**src/rtl/ctrl_pipe_hazard_if.sv**
```systemverilog
// Control-decoder bus: IF/ID instruction fields and EX feedback in,
// per-stage control bundle and hazard signals out.
interface ctrl_pipe_hazard_if #(
    parameter int ALUCTRL_W = 5,
    parameter int ALUSRC_W  = 5,
    parameter int REG_W     = 5
);
    logic                 id_valid;
    logic [5:0]           id_opcode;
    logic [5:0]           id_func;
    logic [REG_W-1:0]     id_rs;
    logic [REG_W-1:0]     id_rt;
    logic [REG_W-1:0]     id_rd;
    logic                 ex_branch_taken;

    logic                 stall;
    logic                 flush_ifid;
    logic [ALUCTRL_W-1:0] ex_alu_ctrl;
    logic [ALUSRC_W-1:0]  ex_alu_src;
    logic                 ex_beq;
    logic                 ex_bne;
    logic                 ex_jump;
    logic [REG_W-1:0]     ex_dst;
    logic                 mem_write_en;
    logic                 mem_read;
    logic                 wb_reg_write_en;
    logic                 wb_mem2reg;
    logic [REG_W-1:0]     wb_dst;
    logic                 illegal;
    logic                 halted;

    modport master (
        output id_valid, id_opcode, id_func, id_rs, id_rt, id_rd, ex_branch_taken,
        input  stall, flush_ifid, ex_alu_ctrl, ex_alu_src, ex_beq, ex_bne, ex_jump,
               ex_dst, mem_write_en, mem_read, wb_reg_write_en, wb_mem2reg, wb_dst,
               illegal, halted
    );

    modport slave (
        input  id_valid, id_opcode, id_func, id_rs, id_rt, id_rd, ex_branch_taken,
        output stall, flush_ifid, ex_alu_ctrl, ex_alu_src, ex_beq, ex_bne, ex_jump,
               ex_dst, mem_write_en, mem_read, wb_reg_write_en, wb_mem2reg, wb_dst,
               illegal, halted
    );
endinterface

```
**src/rtl/ctrl_pipe_hazard.sv**
```systemverilog
// Pipelined main control: ID decode, ID/EX -> EX/MEM -> MEM/WB control
// registers, load-use stall, taken-branch flush and sticky STOP halt.
module ctrl_pipe_hazard #(
    parameter int ALUCTRL_W     = 5,
    parameter int ALUSRC_W      = 5,
    parameter int REG_W         = 5,
    parameter bit LOAD_STALL_EN = 1'b1
) (
    input  logic              clk,
    input  logic              rst_n,
    ctrl_pipe_hazard_if.slave bus
);
    typedef struct packed {
        logic [ALUCTRL_W-1:0] alu_ctrl;
        logic [ALUSRC_W-1:0]  alu_src;
        logic                 beq;
        logic                 bne;
        logic                 jump;
        logic                 mem_write;
        logic                 mem_read;
        logic                 reg_write;
        logic                 mem2reg;
        logic                 stop;
        logic [REG_W-1:0]     dst;
    } ex_ctrl_t;

    typedef struct packed {
        logic             mem_write;
        logic             mem_read;
        logic             reg_write;
        logic             mem2reg;
        logic             stop;
        logic [REG_W-1:0] dst;
    } mem_ctrl_t;

    typedef struct packed {
        logic             reg_write;
        logic             mem2reg;
        logic             stop;
        logic [REG_W-1:0] dst;
    } wb_ctrl_t;

    ex_ctrl_t  r_ex;
    mem_ctrl_t r_mem;
    wb_ctrl_t  r_wb;
    logic      r_stop_seen;
    logic      r_halted;

    ex_ctrl_t  w_dec;
    ex_ctrl_t  w_ex_next;
    logic      w_undef;
    logic      w_rt_src;
    logic      w_load_use;
    logic      w_flush;

    // ID decode; undefined encodings and invalid slots collapse to a bubble
    always_comb begin
        w_dec    = '0;
        w_undef  = 1'b0;
        w_rt_src = 1'b0;
        case (bus.id_opcode)
            6'd0: begin
                w_dec.reg_write = 1'b1;
                w_dec.dst       = bus.id_rd;
                w_rt_src        = 1'b1;
                case (bus.id_func)
                    6'd0:  begin w_dec.alu_ctrl = ALUCTRL_W'(7); w_dec.alu_src = ALUSRC_W'(4); end
                    6'd2:  begin w_dec.alu_ctrl = ALUCTRL_W'(8); w_dec.alu_src = ALUSRC_W'(4); end
                    6'd3:  begin w_dec.alu_ctrl = ALUCTRL_W'(9); w_dec.alu_src = ALUSRC_W'(4); end
                    6'd4:  begin w_dec.alu_ctrl = ALUCTRL_W'(7); w_dec.alu_src = ALUSRC_W'(3); end
                    6'd6:  begin w_dec.alu_ctrl = ALUCTRL_W'(8); w_dec.alu_src = ALUSRC_W'(3); end
                    6'd7:  begin w_dec.alu_ctrl = ALUCTRL_W'(9); w_dec.alu_src = ALUSRC_W'(3); end
                    6'd32, 6'd33: w_dec.alu_ctrl = ALUCTRL_W'(0);
                    6'd34, 6'd35: w_dec.alu_ctrl = ALUCTRL_W'(1);
                    6'd36: w_dec.alu_ctrl = ALUCTRL_W'(2);
                    6'd37: w_dec.alu_ctrl = ALUCTRL_W'(3);
                    6'd38: w_dec.alu_ctrl = ALUCTRL_W'(4);
                    6'd39: w_dec.alu_ctrl = ALUCTRL_W'(5);
                    6'd42: w_dec.alu_ctrl = ALUCTRL_W'(6);
                    6'd8: begin
                        w_dec.jump      = 1'b1;
                        w_dec.reg_write = 1'b0;
                        w_dec.dst       = '0;
                    end
                    default: w_undef = 1'b1;
                endcase
            end
            6'd4, 6'd5: begin
                w_dec.beq      = (bus.id_opcode == 6'd4);
                w_dec.bne      = (bus.id_opcode == 6'd5);
                w_dec.alu_ctrl = ALUCTRL_W'(1);
                w_rt_src       = 1'b1;
            end
            6'd8, 6'd9: begin
                w_dec.alu_src   = ALUSRC_W'(2);
                w_dec.reg_write = 1'b1;
                w_dec.dst       = bus.id_rt;
            end
            6'd12, 6'd13, 6'd14: begin
                w_dec.alu_ctrl  = ALUCTRL_W'(bus.id_opcode - 6'd10);
                w_dec.alu_src   = ALUSRC_W'(1);
                w_dec.reg_write = 1'b1;
                w_dec.dst       = bus.id_rt;
            end
            6'd35: begin
                w_dec.alu_src   = ALUSRC_W'(2);
                w_dec.mem_read  = 1'b1;
                w_dec.mem2reg   = 1'b1;
                w_dec.reg_write = 1'b1;
                w_dec.dst       = bus.id_rt;
            end
            6'd43: begin
                w_dec.alu_src   = ALUSRC_W'(2);
                w_dec.mem_write = 1'b1;
                w_rt_src        = 1'b1;
            end
            6'd2:  w_dec.jump = 1'b1;
            6'd3: begin
                w_dec.jump      = 1'b1;
                w_dec.reg_write = 1'b1;
                w_dec.dst       = REG_W'(31);
            end
            6'd63: w_dec.stop = 1'b1;
            default: w_undef = 1'b1;
        endcase
        if (w_undef || !bus.id_valid) begin
            w_dec = '0;
        end
    end

    // Hazard detection; flush overrides the load-use stall
    always_comb begin
        w_flush    = bus.ex_branch_taken;
        w_load_use = LOAD_STALL_EN && r_ex.mem_read && (r_ex.dst != '0) && bus.id_valid &&
                     ((r_ex.dst == bus.id_rs) || ((r_ex.dst == bus.id_rt) && w_rt_src));
        w_ex_next  = w_dec;
        if (w_flush || w_load_use || r_stop_seen) begin
            w_ex_next = '0;
        end
    end

    // Stage registers shift every edge; the stop marker rides along to set halted
    always_ff @(posedge clk) begin
        if (!rst_n) begin
            r_ex        <= '0;
            r_mem       <= '0;
            r_wb        <= '0;
            r_stop_seen <= 1'b0;
            r_halted    <= 1'b0;
        end else begin
            r_ex        <= w_ex_next;
            r_mem       <= '{r_ex.mem_write, r_ex.mem_read, r_ex.reg_write,
                             r_ex.mem2reg, r_ex.stop, r_ex.dst};
            r_wb        <= '{r_mem.reg_write, r_mem.mem2reg, r_mem.stop, r_mem.dst};
            r_stop_seen <= r_stop_seen | (w_ex_next.stop);
            r_halted    <= r_halted | r_wb.stop;
        end
    end

    assign bus.stall           = rst_n && !w_flush && (r_halted || w_load_use);
    assign bus.flush_ifid      = rst_n && w_flush;
    assign bus.illegal         = bus.id_valid && w_undef;
    assign bus.halted          = r_halted;
    assign bus.ex_alu_ctrl     = r_ex.alu_ctrl;
    assign bus.ex_alu_src      = r_ex.alu_src;
    assign bus.ex_beq          = r_ex.beq;
    assign bus.ex_bne          = r_ex.bne;
    assign bus.ex_jump         = r_ex.jump;
    assign bus.ex_dst          = r_ex.dst;
    assign bus.mem_write_en    = r_mem.mem_write;
    assign bus.mem_read        = r_mem.mem_read;
    assign bus.wb_reg_write_en = r_wb.reg_write && (r_wb.dst != '0);
    assign bus.wb_mem2reg      = r_wb.mem2reg;
    assign bus.wb_dst          = r_wb.dst;
endmodule

```
**src/flat_wrapper.sv**
```systemverilog
// flat-port wrapper written by rule: the top's interface ports become plain ports
module ctrl_pipe_hazard_flat 
#(
    parameter int ALUCTRL_W     = 5,
    parameter int ALUSRC_W      = 5,
    parameter int REG_W         = 5,
    parameter bit LOAD_STALL_EN = 1'b1
)
  (clk, rst_n, bus_id_valid, bus_id_opcode, bus_id_func, bus_id_rs, bus_id_rt, bus_id_rd, bus_ex_branch_taken, bus_stall, bus_flush_ifid, bus_ex_alu_ctrl, bus_ex_alu_src, bus_ex_beq, bus_ex_bne, bus_ex_jump, bus_ex_dst, bus_mem_write_en, bus_mem_read, bus_wb_reg_write_en, bus_wb_mem2reg, bus_wb_dst, bus_illegal, bus_halted);
  ctrl_pipe_hazard_if #(.ALUCTRL_W(ALUCTRL_W), .ALUSRC_W(ALUSRC_W), .REG_W(REG_W)) bus_i ();
  input  logic clk;
  input  logic rst_n;
  input wire logic [$bits(bus_i.id_valid)-1:0] bus_id_valid;
  input wire logic [$bits(bus_i.id_opcode)-1:0] bus_id_opcode;
  input wire logic [$bits(bus_i.id_func)-1:0] bus_id_func;
  input wire logic [$bits(bus_i.id_rs)-1:0] bus_id_rs;
  input wire logic [$bits(bus_i.id_rt)-1:0] bus_id_rt;
  input wire logic [$bits(bus_i.id_rd)-1:0] bus_id_rd;
  input wire logic [$bits(bus_i.ex_branch_taken)-1:0] bus_ex_branch_taken;
  output wire logic [$bits(bus_i.stall)-1:0] bus_stall;
  output wire logic [$bits(bus_i.flush_ifid)-1:0] bus_flush_ifid;
  output wire logic [$bits(bus_i.ex_alu_ctrl)-1:0] bus_ex_alu_ctrl;
  output wire logic [$bits(bus_i.ex_alu_src)-1:0] bus_ex_alu_src;
  output wire logic [$bits(bus_i.ex_beq)-1:0] bus_ex_beq;
  output wire logic [$bits(bus_i.ex_bne)-1:0] bus_ex_bne;
  output wire logic [$bits(bus_i.ex_jump)-1:0] bus_ex_jump;
  output wire logic [$bits(bus_i.ex_dst)-1:0] bus_ex_dst;
  output wire logic [$bits(bus_i.mem_write_en)-1:0] bus_mem_write_en;
  output wire logic [$bits(bus_i.mem_read)-1:0] bus_mem_read;
  output wire logic [$bits(bus_i.wb_reg_write_en)-1:0] bus_wb_reg_write_en;
  output wire logic [$bits(bus_i.wb_mem2reg)-1:0] bus_wb_mem2reg;
  output wire logic [$bits(bus_i.wb_dst)-1:0] bus_wb_dst;
  output wire logic [$bits(bus_i.illegal)-1:0] bus_illegal;
  output wire logic [$bits(bus_i.halted)-1:0] bus_halted;
  assign bus_i.id_valid = bus_id_valid;
  assign bus_i.id_opcode = bus_id_opcode;
  assign bus_i.id_func = bus_id_func;
  assign bus_i.id_rs = bus_id_rs;
  assign bus_i.id_rt = bus_id_rt;
  assign bus_i.id_rd = bus_id_rd;
  assign bus_i.ex_branch_taken = bus_ex_branch_taken;
  assign bus_stall = bus_i.stall;
  assign bus_flush_ifid = bus_i.flush_ifid;
  assign bus_ex_alu_ctrl = bus_i.ex_alu_ctrl;
  assign bus_ex_alu_src = bus_i.ex_alu_src;
  assign bus_ex_beq = bus_i.ex_beq;
  assign bus_ex_bne = bus_i.ex_bne;
  assign bus_ex_jump = bus_i.ex_jump;
  assign bus_ex_dst = bus_i.ex_dst;
  assign bus_mem_write_en = bus_i.mem_write_en;
  assign bus_mem_read = bus_i.mem_read;
  assign bus_wb_reg_write_en = bus_i.wb_reg_write_en;
  assign bus_wb_mem2reg = bus_i.wb_mem2reg;
  assign bus_wb_dst = bus_i.wb_dst;
  assign bus_illegal = bus_i.illegal;
  assign bus_halted = bus_i.halted;
  ctrl_pipe_hazard #(.ALUCTRL_W(ALUCTRL_W), .ALUSRC_W(ALUSRC_W), .REG_W(REG_W), .LOAD_STALL_EN(LOAD_STALL_EN)) u_core (.clk(clk), .rst_n(rst_n), .bus(bus_i));
endmodule
```
**config.mk**
```make
export PLATFORM = sky130hd
export DESIGN_NAME = ctrl_pipe_hazard_flat
export DESIGN_NICKNAME = d
export VERILOG_FILES = /design/src/rtl/ctrl_pipe_hazard_if.sv /design/src/rtl/ctrl_pipe_hazard.sv /design/src/flat_wrapper.sv
export SDC_FILE = /design/constraint.sdc
export NUM_CORES = 1
export LEC_CHECK = 0
export ABC_CLOCK_PERIOD_IN_PS = 2900
export CAP_MARGIN = 40
export CORE_ASPECT_RATIO = 1.4
export CORE_MARGIN = 5
export CORE_UTILIZATION = 39
export DETAILED_ROUTE_END_ITERATION = 16
export GPL_TIMING_DRIVEN = 0
export PLACE_DENSITY = 0.69
export SKIP_LAST_GASP = 1
export SLEW_MARGIN = 30
export SYNTH_ARGS = -nofsm -noshare
export SYNTH_HDL_FRONTEND = slang
export SYNTH_SLANG_ARGS = --single-unit
```
**constraint.sdc**
```tcl
create_clock -name clk -period 2.9 [get_ports clk]
set_input_delay 0.58 -clock clk [delete_from_list [all_inputs] [get_ports clk]]
set_output_delay 0.58 -clock clk [all_outputs]
set_load 0.05 [all_outputs]
```
==> metrics.cfg <==
[cts]
path_clk_slew_ns = 0.08
cts_tree = built
clk_latency_ns = 0.29
ctsLongestPathBuffers = 2
cts_buffers = 5
clockRootBuffer = clkbuf_8
cts.sinks = 39
htree_levels = 2
cts_hold_buffers = 0

[hold_path]
whs_path_depth = 1
hold_path_end = u_core.r_wb[7]$_SDFF_PN0_
hold_start = u_core.r_mem[7]$_SDFF_PN0_
min_path_type = reg2reg

[worst_setup_path]
worstSetupPathType = in2out
end_kind = output port
critical_path_peak_fanout = 2
crit_chain = dlygate4sd2_1 -> or4_4 -> or3_4 -> and4bb_1 -> o21a_1 -> buf_6
cp_data_required_time_ns = 2.32
cp_slowest_cell = or4_4
ff2ff_path_depth = 8
reg2reg_slack_ns = 0.45
startpoint_type = input pin
arrival_ns = 2.26
r2r_start = u_core.bus.ex_dst[2]$_SDFF_PP0_
critPathMaxStageDelay_ns = 0.48
timing.rr.end = u_core.bus.ex_alu_src[0]$_SDFF_PP0_

[power]
clkPwrFrac_pct = 39.4
ir_drop_uv = 174.1
power_uw = 1147
p_int_uw = 864.0
pwr-share-comb_pct = 13.8
p_per_area_mw_per_mm2 = 406.9
power_leakage_uw = 0.001099
p_switching_uw = 282.5
p_seq_share_pct = 46.8
switching_share_pct = 24.64

[timing]
clock_skew_ns = 0.007942
worst_pin_slew_ns = 0.6055
hold_violations = 0
fin_crit_ns = 2.841
finalCritPeriodShare_pct = 97.97
relSlewSlack_pct = 59.11
rsz0062_at_grt = no
fmax_mhz = 352.0
setup_viol = 0
hold_ws_ns = 0.4294
drv_slew = 0
layout_setup_ws_ns = 0.05882

[cells_and_area]
area_delta_synth_final_pct = 40.49
finalNonFillerCells = 355
layout-drive-gt1-share_pct = 20.76
final_nets = 320
diodes = 0

[routing]
vias = 1759
ant_nets = 0
drc = 0
drtIter0Drc = 67
routedWlPerCell_microns = 13.58
wirelength_mm = 4.821
viasPerCell = 4.955
firstDrtPassIters = 4

[placed_design]
port_buffers = 57
place_ws_ns = -0.9661
place_inst = 343
gp_congestion = 0.9375
post-dp-hpwl_mm = 3.712

[global_route]
grt-ovfl-total = 0
grt_use_total_pct = 14.52
grt_max_degree = 14
first_global_vias = 1653
grt_pass1_wl_mm = 7.686
antenna_found_initial = 0

[synth]
ys_ff_latch = 39
async_flop_share_pct = 0
ys_seq_area_share_pct = 38.93
synth_adder_area_share_pct = 0.6238
synth_area_per_cell_sq_um = 9.200
synth-compound-area-share_pct = 14.22
synth_xor_area_share_pct = 4.367
synth_top_family_by_area = simple AND/OR/NAND/NOR gates
synthMuxAreaShare_pct = 0
yosys_warnings = 0
postSynthCellCount = 218
yosysUniqueCellTypes = 48
netlist_area_sq_mm = 0.002006
synth-simple-area-share_pct = 29.44
synth_edf_count = 0
ys.flop_type = dfxtp_1

[die]
fp-row-count = 31
ios = 62
die_y_microns = 94.85
die-area_sq_mm = 0.006697
initial_core_util_pct = 39.47
core_sq_mm = 0.005081
die_x_microns = 70.61

[run_status]
outcome = complete, no violations

[flow_run]
maxCapViolCount = 0

==> power groups by stage <==
stage / Combinational [uW] / Clock [uW] / Sequential [uW]
after floorplan: 87.7 / 0 / 550
after global placement: 155 / 0 / 549
after detailed placement: 157 / 0 / 549
after CTS: 156 / 460 / 537
after global routing: 172 / 485 / 537
final: 158 / 451 / 537
==> through the flow <==
| stage | TNS [ns] | utilization [%] | area [sq um] |
|---|---|---|---|
| floorplan | 0 | - | 2013 |
| global placement | -5.302 | 52.47 | 2666 |
| detailed placement | -5.584 | 52.47 | 2666 |
| CTS | -0.02949 | 55.06 | 2798 |
| global route | 0 | 55.45 | 2818 |
| finish | 0 | 55.45 | 2818 |
==> layer usage <==
layer	share of wire (%)	vias to the layer above	track usage [%]
met1	37	803	14.59
li1	-	884	-
met2	55	61	28.28
met3	6.2	11	3.408
met5	0	-	0
met4	1.8	0	5.956
==> kinds of logic (layout without fill, tap and decap cells) <==
| family | count (synthesis) | in the layout |
|---|---|---|
| xor gates and xnor gates | 10 | 10 |
| buffers and inverters | 39 | 108 |
| and+or+nand+nor | 89 | 89 |
| other | 1 | 3 |
| DFF | 39 | 39 |
| AOI/OAI and AO/OA | 39 | 39 |
| adders and majority gates | 1 | 1 |
==> placed cells by master (no fill, tap or decap), types with 6 or more instances in the layout <==
cell type / netlist / final
clkdlybuf4s50_1: 0 / 47
nor2_4: 8 / 8
nor2_1: 12 / 12
nor3_1: 7 / 7
a21oi_1: 7 / 7
dfxtp_1: 39 / 39
inv_1: 6 / 6
and2_1: 18 / 18
clkbuf_1: 10 / 6
buf_4: 22 / 27
nand2_1: 8 / 8
xor2_1: 6 / 6
==> flip-flops by register name (all words and copies together), names as in the netlist, 2 cells and up <==
name                    cells
u_core.r_ex                 4
u_core.bus.ex_alu_ctrl      5
u_core.bus.wb_dst           5
u_core.r_wb                 2
u_core.bus.ex_alu_src       3
u_core.bus.ex_dst           5
u_core.r_mem                7
==> what timing repair did <==
action	4_1_cts	5_1_grt
resized for setup	26	10
endpoints found under the setup margin	3	2
buffers inserted	2	2
cloned	0	0
pin swaps	4	5
==> worst max-delay path, delay by kind of cell <==
kind	cells	cell delay, ns
compound gates	1	0.15
buf+inv	2	0.41
simple gates	3	1.12
==> worst max-delay path by stage <==
stage | startpoint | endpoint | cells after the start
floorplan | bus_id_opcode[5] | bus_stall | 5
global placement | bus_id_opcode[4] | bus_illegal | 6
detailed placement | bus_id_opcode[2] | bus_illegal | 6
CTS | bus_id_opcode[5] | bus_illegal | 6
global route | bus_id_opcode[3] | bus_illegal | 6
finish | bus_id_opcode[5] | bus_illegal | 6
==> cells in the mapped netlist, types with 4 or more instances <==
master,count,area [sq um]
xnor2_1,4,35.03
nor3_1,7,35.03
nor2_4,8,90.09
clkbuf_1,10,37.54
nand3_1,4,20.02
a221oi_1,5,43.79
xor2_1,6,52.55
nand2_1,8,30.03
dfxtp_1,39,780.8
inv_1,6,22.52
and2_1,18,112.6
a21oi_1,7,35.03
buf_4,22,165.2
or4_1,4,30.03
or3_1,5,31.28
nor2b_1,5,31.28
nor2_1,12,45.04
==> cell type report <==
cell class / count / area (sq um)
Clock inverter: 3 / 43.79
Inverter: 6 / 22.52
Sequential cell: 39 / 780.7
Timing Repair Buffer: 61 / 586.8
Clock buffer: 5 / 68.82
Multi-Input combinational cell: 142 / 1002
Tap cell: 66 / 82.58
Buffer: 33 / 230.2
Fill cell: 469 / 2263
Note: power is estimated with default switching activity, not from simulation.
